## config.mk

```make
export PLATFORM = sky130hd
export DESIGN_NAME = payload_engine_gap
export DESIGN_NICKNAME = d
export VERILOG_FILES = /design/src/rtl/payload_engine_gap.sv
export SDC_FILE = /design/constraint.sdc
export NUM_CORES = 1
export LEC_CHECK = 0
export BUFFER_PORTS_ARGS = -buffer_cell sky130_fd_sc_hd__buf_2
export CORE_ASPECT_RATIO = 1.4
export CORE_MARGIN = 4
export CORE_UTILIZATION = 41
export CTS_CLUSTER_DIAMETER = 150
export DETAILED_ROUTE_END_ITERATION = 16
export PLACE_DENSITY = 0.83
export SLEW_MARGIN = 5
export SYNTH_ARGS = -nofsm -noshare
export SYNTH_HDL_FRONTEND = slang
export SYNTH_SLANG_ARGS = --single-unit
```

## constraint.sdc

```tcl
create_clock -name clk -period 2.25 [get_ports clk]
set_clock_uncertainty 0.15 [all_clocks]
set_input_delay 0.225 -clock clk [delete_from_list [all_inputs] [get_ports clk]]
set_output_delay 0.225 -clock clk [all_outputs]
set_load 0.005 [all_outputs]
```

## src/rtl/payload_engine_gap.sv

```systemverilog
// payload_engine_gap: prefix / bounded-gap / suffix payload matcher.
// Runs an exact NFA over pre-decoded class lines, one byte per enabled cycle,
// and latches a sticky match flag plus the 1-based offset of the first match.
module payload_engine_gap #(
  parameter int                   N_CLASS   = 32,
  parameter int                   PRE_LEN   = 4,
  parameter logic [8*PRE_LEN-1:0] PRE_SEL   = {8'd3, 8'd17, 8'd32, 8'd1},
  parameter int                   SUF_LEN   = 3,
  parameter logic [8*SUF_LEN-1:0] SUF_SEL   = {8'd4, 8'd16, 8'd6},
  parameter int                   GAP_CLASS = 0,
  parameter int                   GAP_MIN   = 0,
  parameter int                   GAP_MAX   = 8,
  parameter int                   ANCHOR    = 0,
  parameter int                   CNT_W     = 16
) (
  input  logic               clk,
  input  logic               sod,
  input  logic               en,
  input  logic [N_CLASS-1:0] in_class,
  output logic               out,
  output logic               match_pulse,
  output logic [CNT_W-1:0]   match_offset,
  output logic [CNT_W-1:0]   byte_cnt
);

  // Class lookup; an index beyond the decoded lines reads as "no match".
  function automatic logic cls(input logic [N_CLASS-1:0] lines, input logic [7:0] idx);
    logic hit;
    hit = 1'b0;
    for (int k = 0; k < N_CLASS; k++) begin
      if (idx == 8'(k)) hit = lines[k];
    end
    return hit;
  endfunction

  logic [PRE_LEN-1:0] p_q, p_n;     // p_q[i] holds prefix position i+1
  logic [GAP_MAX:0]   g_q, g_n;     // bit 0 is never stored; it aliases the last prefix bit
  logic [GAP_MAX:0]   g_all;
  logic [SUF_LEN-1:0] s_q, s_n;     // s_q[k] holds suffix position k+1
  logic               p0;
  logic               gap_hit;
  logic [CNT_W-1:0]   cnt_n;

  // Next-state of every NFA position, the gap window OR and the saturating count.
  always_comb begin
    p0      = (ANCHOR != 0) ? (byte_cnt == '0) : 1'b1;
    p_n     = '0;
    g_n     = '0;
    s_n     = '0;
    gap_hit = 1'b0;
    g_all    = g_q;
    g_all[0] = p_q[PRE_LEN-1];

    p_n[0] = cls(in_class, PRE_SEL[7:0]) & p0;
    for (int i = 1; i < PRE_LEN; i++) begin
      p_n[i] = cls(in_class, PRE_SEL[8*i +: 8]) & p_q[i-1];
    end

    for (int j = 1; j <= GAP_MAX; j++) begin
      g_n[j] = cls(in_class, 8'(GAP_CLASS)) & g_all[j-1];
    end

    for (int j = GAP_MIN; j <= GAP_MAX; j++) begin
      gap_hit = gap_hit | g_all[j];
    end

    s_n[0] = cls(in_class, SUF_SEL[7:0]) & gap_hit;
    for (int k = 1; k < SUF_LEN; k++) begin
      s_n[k] = cls(in_class, SUF_SEL[8*k +: 8]) & s_q[k-1];
    end

    cnt_n = (&byte_cnt) ? byte_cnt : byte_cnt + 1'b1;
  end

  // NFA state and byte counter: cleared by sod, advanced on each consumed byte.
  always_ff @(posedge clk) begin
    if (sod) begin
      p_q      <= '0;
      g_q      <= '0;
      s_q      <= '0;
      byte_cnt <= '0;
    end else if (en) begin
      p_q      <= p_n;
      g_q      <= g_n;
      s_q      <= s_n;
      byte_cnt <= cnt_n;
    end
  end

  // Match reporting: only the first completed suffix since sod is recorded.
  always_ff @(posedge clk) begin
    if (sod) begin
      out          <= 1'b0;
      match_pulse  <= 1'b0;
      match_offset <= '0;
    end else if (en && s_n[SUF_LEN-1] && !out) begin
      out          <= 1'b1;
      match_pulse  <= 1'b1;
      match_offset <= cnt_n;
    end else begin
      match_pulse  <= 1'b0;
    end
  end

endmodule

```

==> results of run 1 <==
==> stage by stage <==
step                total power, uW  std cells
floorplan                       343        135
global placement                322        155
detailed placement              324        155
CTS                             469        158
global route                    490        158
finish                          464        158
==> final timing paths <==
| path | endpoint | slack [ns] | from | cells past startpoint |
|---|---|---|---|---|
| hold / removal | byte_cnt[12]$_SDFFE_PP0P_ | 0.17 | sod | 2 |
| setup reg to reg | byte_cnt[14]$_SDFFE_PP0P_ | 0.20 | byte_cnt[0]$_SDFFE_PP0P_ | 5 |
| setup / recovery | byte_cnt[14]$_SDFFE_PP0P_ | 0.20 | byte_cnt[0]$_SDFFE_PP0P_ | 5 |
| hold reg to reg | byte_cnt[1]$_SDFFE_PP0P_ | 0.37 | byte_cnt[1]$_SDFFE_PP0P_ | 2 |
==> power by group through the flow <==
| stage | Clock [uW] | Combinational [uW] | Sequential (uW) |
|---|---|---|---|
| 2_1_floorplan | 0 | 47.5 | 295 |
| 4_1_cts | 152 | 28.2 | 289 |
| 6_report | 147 | 28.8 | 289 |
| 3_3_place_gp | 0 | 26.7 | 295 |
| 5_1_grt | 167 | 33.9 | 290 |
| 3_5_place_dp | 0 | 28.2 | 296 |
==> worst reg2reg max path: cells and delay by family (launching register included) <==
family / cells / cell delay (ns)
adder cells (fa/ha/maj): 1 / 0.27
AND/OR/NAND/NOR: 3 / 0.78
multiplexers: 1 / 0.35
flip-flops: 1 / 0.39
==> logic make-up after synthesis <==
kind of cell	count (synthesis)
flip-flops	16
AO/OA/AOI/OAI	22
other	1
buffers and inverters	25
multiplexers	3
adder cells (fa/ha/maj)	1
AND/OR/NAND/NOR	50
==> per-layer routing <==
metal | up-vias | global-route usage | share of wire
met5 | - | 0 | 0
met4 | 0 | 0.0415 | 0.0078
met3 | 2 | 0.0224 | 0.061
met2 | 32 | 0.242 | 0.53
met1 | 426 | 0.141 | 0.40
li1 | 438 | - | -
==> Yosys cell counts (all sizes together) <==
cell,instances,area (um2)
nor4b,2,17.5
a41oi,1,8.76
o31ai,3,22.5
and4,3,27.5
a31oi,2,12.5
nand4,6,50.0
or3,3,18.8
clkbuf,1,13.8
and3,4,26.3
conb,1,3.75
or4,3,22.5
o21ai,4,20.0
a211oi,2,15.0
dfxtp,16,320
nor2,7,26.3
ha,1,12.5
mux2i,2,20.0
nand3,3,20.0
inv,2,7.51
a21oi,9,45.0
o31a,1,8.76
nand2,5,23.8
nand2b,2,12.5
nor4,3,25.0
buf,22,166
nor3b,1,7.51
mux2,1,11.3
nor2b,1,6.26
nor3,7,40.0
==> final cells by class <==
type                    instances  area, um2  area share
multi-input cells              94        568       0.540
flip-flops and latches         16        320       0.304
repair buffers                 20        105      0.0999
well taps                      23       28.8      0.0273
clock buffers                   3       22.5      0.0214
inverters                       2       7.51     0.00713
==> results.tsv, run 1 <==
metric	value	unit
portBuffers	18	
boundaryPins	69	
placementRows	21	
critical_path.slowest_cell	sky130_fd_sc_hd__dfxtp_1	
synth_xor_area_frac	0	
tritoncts.num_buffers	3	
cts-root-buf	sky130_fd_sc_hd__clkbuf_4	
critPathBufInv	0	
die-height	66.8	um
cts.sinks	16	
max_clock_freq	488	MHz
critical_path_class	reg2reg	
synth_top_family_by_area	simple AND/OR/NAND/NOR gates	
critPathTopFamily	simple AND/OR/NAND/NOR gates	
crit_end_element	flip-flop	
complex_gate_fraction_of_the_synthesized_area	0.131	
crit_path_max_incr_delay	0.39	ns
seqPwrFrac	0.622	
detailed_place_hpwl	1600	um
switching_share	0.233	
drt-total-wl	2060	um
finalCritPeriodShare	0.910	
ys_types	39	
final_critical_path_setup_slack	0.202	ns
max_cap_violations	0	
finalCriticalPeriod	2.05	ns
yosys-mux-area-fraction	0.0309	
share_clk_of_total_power	0.316	
crit_path_max_fanout	6	
netSwitchingPower	108	uW
worstSetupStartpointType	flip-flop	
power_per_cell_area	441	nW/um2
post_synth_instance_area	1010	um2
syn2layout_area_growth	3.96	%
core	2360	um2
status	finished clean	
max_flop_register	byte_cnt	
drt_pass1_iterations	4	
drt_iter0_markers	11	
synth_warnings	0	
fill_cells	242	
clock_latency	0.28	ns
first_global_vias	801	
worst_setup_hold_path_clk_slew	0.09	ns
cts_setup_buffers	0	
critical_path_arrival	2.07	ns
initial_utilization	0.428	
total_routing_resource_utilization_after_global_routing	0.128	
drt-wirelength-per-cell	13.1	um
dr_total_vias	898	
grt_first_pass_wirelength	3420	um
intPower	356	uW
ir_drop	0.359	mV
h_tree_levels	1	
mostFrequentLayoutCells	sky130_fd_sc_hd__conb_1 (18), sky130_fd_sc_hd__buf_2 (18), sky130_fd_sc_hd__dfxtp_1 (16), sky130_fd_sc_hd__a21oi_1 (9), sky130_fd_sc_hd__nor2_1 (7)	
finalMaxSlewViolations	0	
hold_viol	0	
postRouteAntennaNets	0	
globalRoute.totalOverflow	0	
synth_simple_gate_area_frac	0.320	
number_of_buffers_on_the_longest_clock_path	2	
min-delay-path-class	in2reg	
post_cts_resize_count	0	
cts_tree	built	
synth_adder_area_share	0.0124	
power.leakage	0.000450	uW
yosys_register_bits	16	
detailed_place.area	1030	um2
timing.setup.tns	0	ns
largest_register_ffs	16	
n_diodes	0	
postSynthCellCount	118	
setup-violations-final	0	
rsz0062_at_grt	false	
grt_start_max_net_pins	19	
routabilityCongestion	0.776	
finalInstanceArea	1050	um2
fp.dieArea	3340	um2
comb_power_share	0.062	
sequence_of_cells_on_the_critical_path	ha_1, and4_1, nand2_2, nor4b_1, mux2_1	
fin_util	0.445	
cts_hold_bufs	0	
antenna_found_initial	0	
vias_per_cell	5.68	
share_of_layout_cells_above_drive_strength_1	0.237	
timing.critical_path.required	2.27	ns
post_synth.cell_area_avg	8.58	um2
layout_top_registers	byte_cnt (16)	
seq_area_frac_synth	0.316	
drc	0	
die_w	50.0	um
hold_ws	0.168	ns
post-place-ws	0.207	ns
final_stage_net_count	173	
Note: power is estimated with default switching activity, not from simulation.
==> run 2: changes to the inputs <==
--- a/config.mk
+++ b/config.mk
@@ -5,14 +5,14 @@
 export SDC_FILE = /design/constraint.sdc
 export NUM_CORES = 1
 export LEC_CHECK = 0
-export BUFFER_PORTS_ARGS = -buffer_cell sky130_fd_sc_hd__buf_2
+export BUFFER_PORTS_ARGS = -buffer_cell sky130_fd_sc_hd__buf_4
 export CORE_ASPECT_RATIO = 1.4
 export CORE_MARGIN = 4
 export CORE_UTILIZATION = 41
 export CTS_CLUSTER_DIAMETER = 150
 export DETAILED_ROUTE_END_ITERATION = 16
 export PLACE_DENSITY = 0.83
-export SLEW_MARGIN = 5
+export SLEW_MARGIN = 30
 export SYNTH_ARGS = -nofsm -noshare
 export SYNTH_HDL_FRONTEND = slang
 export SYNTH_SLANG_ARGS = --single-unit
==> run 2 against run 1 <==
Maximum frequency increased by 0.36%. Design area increased by 4.3%. Sequential share of layout area decreased by 1.2 points. Critical endpoint unchanged. Combinational power increased by 7%. Final cell count unchanged. Non-clock buffer count unchanged. Sequential power about the same. Sequential cell count unchanged. Utilization increased by 1.9 points. Worst setup slack improved by 0.0072 ns.
==> results.tsv, run 2 (synthesis results as in run 1) <==
metric	value	unit	change
status	finished clean		
die-height	66.8	um	unchanged
finalMaxSlewViolations	0		unchanged
cts_tree	built		
fp.dieArea	3340	um2	unchanged
setup-violations-final	0		unchanged
hold_viol	0		unchanged
total_routing_resource_utilization_after_global_routing	0.129		+0.000408
power.leakage	0.000450	uW	about the same
max_clock_freq	490	MHz	+0.36%
cts_hold_bufs	0		unchanged
drt_iter0_markers	11		unchanged
rsz0062_at_grt	false		
layout_top_registers	byte_cnt (16)		
first_global_vias	846		+5.6%
drt-wirelength-per-cell	12.9	um	-1.5%
number_of_buffers_on_the_longest_clock_path	2		unchanged
crit_path_max_fanout	6		unchanged
initial_utilization	0.428		unchanged
final_stage_net_count	173		unchanged
share_of_layout_cells_above_drive_strength_1	0.237		unchanged
max_cap_violations	0		unchanged
hold_ws	0.0831	ns	-0.0851 ns
worstSetupStartpointType	flip-flop		
h_tree_levels	1		unchanged
dr_total_vias	897		-0.11%
min-delay-path-class	in2reg		
cts_setup_buffers	0		unchanged
critical_path_arrival	2.08	ns	about the same
fill_cells	230		-5.0%
final_common_cell	sky130_fd_sc_hd__buf_4		
portBuffers	18		unchanged
finalCriticalPeriod	2.04	ns	-0.00725 ns
crit_end_element	flip-flop		
multiInputGateArea	568	um2	unchanged
grt_start_max_net_pins	19		unchanged
cts.sinks	16		unchanged
core	2360	um2	unchanged
boundaryPins	69		unchanged
cts-root-buf	sky130_fd_sc_hd__clkbuf_4		
tritoncts.num_buffers	3		unchanged
placementRows	21		unchanged
timing.critical_path.required	2.29	ns	+0.02 ns
max_flop_register	byte_cnt		
detailed_place_hpwl	1590	um	-0.33%
timing.setup.tns	0	ns	unchanged
drc	0		unchanged
critical_path_class	reg2reg		
routabilityCongestion	0.766		-1.4%
clock_latency	0.29	ns	about the same
largest_register_ffs	16		unchanged
syn2layout_area_growth	8.41	%	
postRouteAntennaNets	0		unchanged
sequential_cell_area	320	um2	unchanged
mostFrequentLayoutCells	sky130_fd_sc_hd__buf_4 (20), sky130_fd_sc_hd__conb_1 (18), sky130_fd_sc_hd__dfxtp_1 (16), sky130_fd_sc_hd__a21oi_1 (9), sky130_fd_sc_hd__nor2_1 (7)		
antenna_found_initial	0		unchanged
finalInstanceArea	1100	um2	+4.3%
globalRoute.totalOverflow	0		unchanged
drt_pass1_iterations	4		unchanged
die_w	50.0	um	unchanged
grt_first_pass_wirelength	3440	um	+0.41%
drt-total-wl	2030	um	-1.5%
n_diodes	0		unchanged
post_cts_resize_count	0		unchanged
ir_drop	0.337	mV	-6.3%
finalCritPeriodShare	0.907		-0.00322
worst_setup_hold_path_clk_slew	0.10	ns	about the same
detailed_place.area	1070	um2	+4.4%
power_per_cell_area	429	nW/um2	-2.9%
vias_per_cell	5.68		-0.11%
run 2: changes by cell type in the layout (fill, tap and decap cells not counted):
cell,delta
sky130_fd_sc_hd__buf_2,-18
sky130_fd_sc_hd__buf_4,+18
run 2: final cells by class:
cell class / count / area share
Clock buffer: 3 / 0.0205
Inverter: 2 / 0.00684
Multi-Input combinational cell: 94 / 0.518
Sequential cell: 16 / 0.292
Tap cell: 23 / 0.0262
Timing Repair Buffer: 20 / 0.137
run 2: final timing paths:
| path | slack (ns) | cells past startpoint | from | end |
|---|---|---|---|---|
| worst max-delay path | 0.21 | 5 | byte_cnt[0]$_SDFFE_PP0P_ | byte_cnt[14]$_SDFFE_PP0P_ |
| worst min-delay path | 0.08 | 2 | sod | byte_cnt[13]$_SDFFE_PP0P_ |
| worst max register to register | 0.21 | 5 | byte_cnt[0]$_SDFFE_PP0P_ | byte_cnt[14]$_SDFFE_PP0P_ |
| worst min register to register | 0.38 | 2 | byte_cnt[1]$_SDFFE_PP0P_ | byte_cnt[1]$_SDFFE_PP0P_ |
run 2: per-stage QoR:
stage          cells  utilization  worst slack (ns)  power (uW)
3_5_place_dp     155        0.454             0.220         326
6_report         158        0.464             0.210         470
4_1_cts          158        0.464             0.201         473
3_3_place_gp     155        0.454             0.278         325
2_1_floorplan    135            -             0.422         343
5_1_grt          158        0.464            0.0710         493
run 2: report_power, final:
group,internal (uW),total (uW),switching (uW),leakage (uW)
registers,286,289,3.30,0.000129
clock network,62.2,150,88.2,0.0000138
logic,10.6,30.7,20.1,0.000307
total,359,470,112,0.000450
run 2: critical path, stage by stage (launching register included):
cell,delay [ns]
sky130_fd_sc_hd__dfxtp_1,0.40
sky130_fd_sc_hd__ha_1,0.27
sky130_fd_sc_hd__and4_1,0.27
sky130_fd_sc_hd__nand2_2,0.11
sky130_fd_sc_hd__nor4b_1,0.38
sky130_fd_sc_hd__mux2_1,0.35
run 2: metal layers:
layer | track usage | up-vias | part of all wire | routed length, um
li1 | - | 442 | - | -
met1 | 0.143 | 422 | 0.42 | 861
met2 | 0.237 | 29 | 0.51 | 1040
met3 | 0.0179 | 4 | 0.051 | 104
met4 | 0.0588 | 0 | 0.010 | 21
met5 | 0 | - | 0 | 0
